`src/rtl/align_pkg.sv`:
```
// Shared constants and lane/word/select types for the byte-lane aligner.
// Parity output enabled by defining ALIGN_PARITY_EN.
package align_pkg;
    localparam int LANE_W = 8;
    localparam int LANES  = 4;
    localparam int SEL_LW = $clog2(LANES);
    localparam int DATA_W = LANES * LANE_W;

    typedef logic [LANE_W-1:0] lane_t;
    typedef lane_t [LANES-1:0] word_t;
    // sel_t[i] is the source-lane field for output lane i (sel[i*SEL_LW +: SEL_LW])
    typedef logic [LANES-1:0][SEL_LW-1:0] sel_t;

    function automatic logic lane_parity(input lane_t l);
        return ^l;
    endfunction
endpackage

```
`src/rtl/align_lane_mux.sv`:
```
// One LANES:1 byte-lane multiplexer: picks a single input lane for one output lane.
// Purely combinational; the top owns all registers.
module align_lane_mux
    import align_pkg::*;
(
    input  word_t             i_word,
    input  logic [SEL_LW-1:0] i_sel,
    output lane_t             o_lane
);
    assign o_lane = i_word[i_sel];
endmodule

```
`src/rtl/align_unit.sv`:
```
// Registered byte-lane crossbar: each output lane selects any input lane, 1-cycle latency.
// Optional per-lane even parity output when ALIGN_PARITY_EN is defined.
module align_unit
    import align_pkg::*;
(
    input  logic                    clk,
    input  logic                    rst,
    input  logic                    valid_i,
    input  logic [DATA_W-1:0]       value_i,
    input  logic [LANES*SEL_LW-1:0] sel,
    output logic                    valid_o,
    output logic [DATA_W-1:0]       value_o
`ifdef ALIGN_PARITY_EN
    ,
    output logic [LANES-1:0]        parity_o
`endif
);
    word_t w_word;
    sel_t  w_sel;
    word_t w_mux;
    logic  r_valid;
    word_t r_value;

    assign w_word = value_i;
    assign w_sel  = sel;

    for (genvar g = 0; g < LANES; g++) begin : g_lane
        align_lane_mux u_mux (
            .i_word (w_word),
            .i_sel  (w_sel[g]),
            .o_lane (w_mux[g])
        );
    end

    always_ff @(posedge clk or posedge rst) begin
        if (rst) begin
            r_valid <= 1'b0;
            r_value <= '0;
        end else begin
            r_valid <= valid_i;
            if (valid_i) begin
                r_value <= w_mux;
            end
        end
    end

    assign valid_o = r_valid;
    assign value_o = r_value;

`ifdef ALIGN_PARITY_EN
    logic [LANES-1:0] w_par;
    logic [LANES-1:0] r_parity;

    always_comb begin
        w_par = '0;
        for (int i = 0; i < LANES; i++) begin
            w_par[i] = lane_parity(w_mux[i]);
        end
    end

    always_ff @(posedge clk or posedge rst) begin
        if (rst) begin
            r_parity <= '0;
        end else if (valid_i) begin
            r_parity <= w_par;
        end
    end

    assign parity_o = r_parity;
`endif
endmodule

```
`config.mk`:
```
export PLATFORM = sky130hd
export DESIGN_NAME = align_unit
export DESIGN_NICKNAME = d
export VERILOG_FILES = /design/src/rtl/align_pkg.sv /design/src/rtl/align_lane_mux.sv /design/src/rtl/align_unit.sv
export SDC_FILE = /design/constraint.sdc
export NUM_CORES = 1
export LEC_CHECK = 0
export ABC_AREA = 0
export CORE_MARGIN = 2
export CORE_UTILIZATION = 49
export DETAILED_ROUTE_END_ITERATION = 16
export PLACE_DENSITY = 0.86
export SYNTH_ARGS = -nofsm -noshare
export SYNTH_HDL_FRONTEND = slang
export SYNTH_HIERARCHICAL = 1
export SYNTH_SLANG_ARGS = --single-unit
```
`constraint.sdc`:
```
create_clock -name clk -period 3.6 [get_ports clk]
set_clock_uncertainty 0.1 [all_clocks]
set_input_delay 1.08 -clock clk [delete_from_list [all_inputs] [get_ports clk]]
set_output_delay 1.08 -clock clk [all_outputs]
set_load 0.1 [all_outputs]
```
==> results by group <==
Setup path
  • CP Class: in2reg
  • R2R cell count: 1
  • Worst EP arrival: 2840 ps
  • Crit path capture type: flip-flop
  • RR Startpoint: value_o[2]
  • Setup slack, reg-to-reg: 2710 ps
  • Startpoint types: primary input
  • R2r endpoint: value_o[2]
  • Max Fanout on Critical Path: 8
  • WP data required: 3670 ps

Timing
  • Slew Limit Fails: 0
  • Final Critical Period: 2767 ps
  • Actual slew at the worst max-slew pin: 669.9 ps
  • Final worst path period share: 0.7687
  • Setup violators final: 0
  • Max Fclk: 361.4 MHz
  • Unrepaired setup endpoints after global routing: false
  • Slew margin rel.: 0.5520
  • Final hold violations: 0
  • Setup TNS: 0 ps

Synth
  • Combinational family with the most area after synthesis: multiplexers
  • Complex-gate fraction of the synthesized area: 0
  • Sequential-to-total area share from yosys stat: 0.3824
  • Adder-cell share of the synthesized area: 0
  • Cells after Synth: 110
  • Yosys reg bits: 33
  • Warnings from Yosys: 6
  • Mux share of post-synthesis cell area: 0.5527
  • Xor/xnor share of the synthesized area: 0
  • Synth area leaders: dfrtp_1 (38%), mux4_2 (33%), mux2_4 (21%)
  • Synth unique cells: 8
  • Syn nets: 153
  • Post-Syn Area: 2160 um^2
  • Post-Syn Area per Cell: 19.63 um^2
  • Simple-Gate Fraction of Synth Area: 0
  • Top cell type's share of synthesized area: 0.3824
  • Synth area leader: dfrtp_1

Global route
  • Vias in the first global route: 1467
  • Total congestion overflow: 0
  • Antenna violations before repair: 0
  • Pin count of the biggest net entering global routing: 34
  • Gr usage total: 0.2218
  • First-pass GRT wire length: 8121 um

Power and ir drop
  • Leakage: 1.226 nW
  • Max IR drop VDD: 0.2167 mV
  • Total power: 1.490 mW
  • Pwr/cell area: 521.9 nW/um^2

Drt
  • Detail Route Antenna Nets: 0
  • Routed WL per cell: 21.86 um
  • Total number of vias: 1410
  • Met3 wire len: 320 um
  • # DRC: 0
  • Vias per cell: 5.975
  • WL final: 5159 um
  • Top sig layer: met4
  • WL met1: 2130 um
  • Met2 Routed Length: 2594 um
  • 1st-iter DRT viols: 84
  • TritonRoute pass-1 iters: 4

Layout
  • Layout cells sized above 1: 0.5761
  • ANT cells: 0
  • Final nets: 226
  • Synth-to-Final Area Change: 32.16%
  • Layout Cells excl Fill: 236
  • Design area: 2854 um^2

CTS
  • Post-CTS Hold Buffers: 0
  • Clk_lat worst skew: 290 ps
  • CTS tree: done
  • Clk slew on worst S/H paths: 70 ps
  • Clock tree root driver cell: clkbuf_8
  • Num CTS Buffers: 5
  • CTS sink count: 33
  • Cts repair resizes: 0
  • Max H-tree Level: 2
  • Setup Fix Bufs, Post-CTS: 0
  • Max clock buf depth: 2

Place
  • DP Area: 2774 um^2
  • HPWL after DPL: 3695 um
  • Placed cell count: 228
  • IO buf count: 75
  • Placer Congestion: 0.8657

Die
  • Die Area: 4954 um^2
  • IO Count: 76
  • Die extent in y: 70.39 um
  • Initial core utilization: 0.5029
  • Core area: 4294 um^2
  • Site row count: 24
  • Die width: 70.39 um

Job
  • Total of max-cap violations: 0

Hold path
  • HP Start: value_o[22]
  • Hold Path Sink: value_o[22]
  • WHS Path Cells: 1
  • Worst hold path class: reg2reg

Status
  • Status: finished, final reports clean
==> kinds of logic (layout without fill, tap and decap cells) <==
family / count (synthesis) / in the layout
buffers and inverters: 13 / 87
flip-flops: 33 / 33
multiplexers: 64 / 64
==> worst max-delay path by stage <==
| stage | from | to | slack (ps) |
|---|---|---|---|
| 2_1_floorplan | sel[0] | value_o[0] | 1420 |
| 3_5_place_dp | sel[4] | value_o[19] | 510 |
| 5_1_grt | sel[4] | value_o[17] | 760 |
| 6_report | sel[4] | value_o[17] | 830 |
| 4_1_cts | sel[4] | value_o[17] | 820 |
| 3_3_place_gp | sel[4] | value_o[17] | 530 |
==> layout by cell type, fill, tap and decap left out <==
cell	instances
clkbuf_1	3
mux2_2	2
mux4_2	32
inv_1	1
buf_4	36
dfrtp_1	33
mux2_4	30
clkbuf_8	5
clkdlybuf4s50_1	41
buf_2	1
==> worst max-delay path, stage by stage <==
cell	delay [ps]
clkdlybuf4s50_1	900
mux4_2	590
mux2_4	270
==> layer usage <==
layer  GRT usage  up-vias
met2      0.3470       74
met5           0        -
li1            -      598
met4     0.08974        0
met1      0.3028      725
met3     0.04906       13
==> Yosys cell counts <==
| cell type | count |
|---|---|
| mux2_4 | 30 |
| buf_6 | 5 |
| buf_12 | 3 |
| inv_1 | 1 |
| clkbuf_2 | 4 |
| mux4_2 | 32 |
| mux2_2 | 2 |
| dfrtp_1 | 33 |
==> state kept, by name (all words and copies together), names as in the netlist <==
name     flops
value_o     32
valid_o      1
==> where the power goes <==
part	internal, mW	switching [mW]	leakage [nW]
Clock	0.137	0.132	0.0395
Sequential	0.426	0.0362	0.386
Combinational	0.241	0.518	0.801
==> per-stage QoR <==
step | setup WS [ps] | util | hold slack [ps]
floorplan | 1420 | - | 1011
global placement | 528.5 | 0.6460 | 399.1
detailed placement | 508.6 | 0.6460 | 402.1
CTS | 816.6 | 0.6646 | 422.8
global route | 761.1 | 0.6646 | 439.0
finish | 832.7 | 0.6646 | 415.5
==> final cells by class <==
type | instances | area [um^2]
timing repair buffer | 78 | 685.7
tap | 52 | 65.06
fill | 298 | 1440
inverter | 1 | 3.754
clock buffer | 8 | 80.08
multi-input combinational | 64 | 1194
sequential | 33 | 825.8
Note: power is estimated with default switching activity, not from simulation.
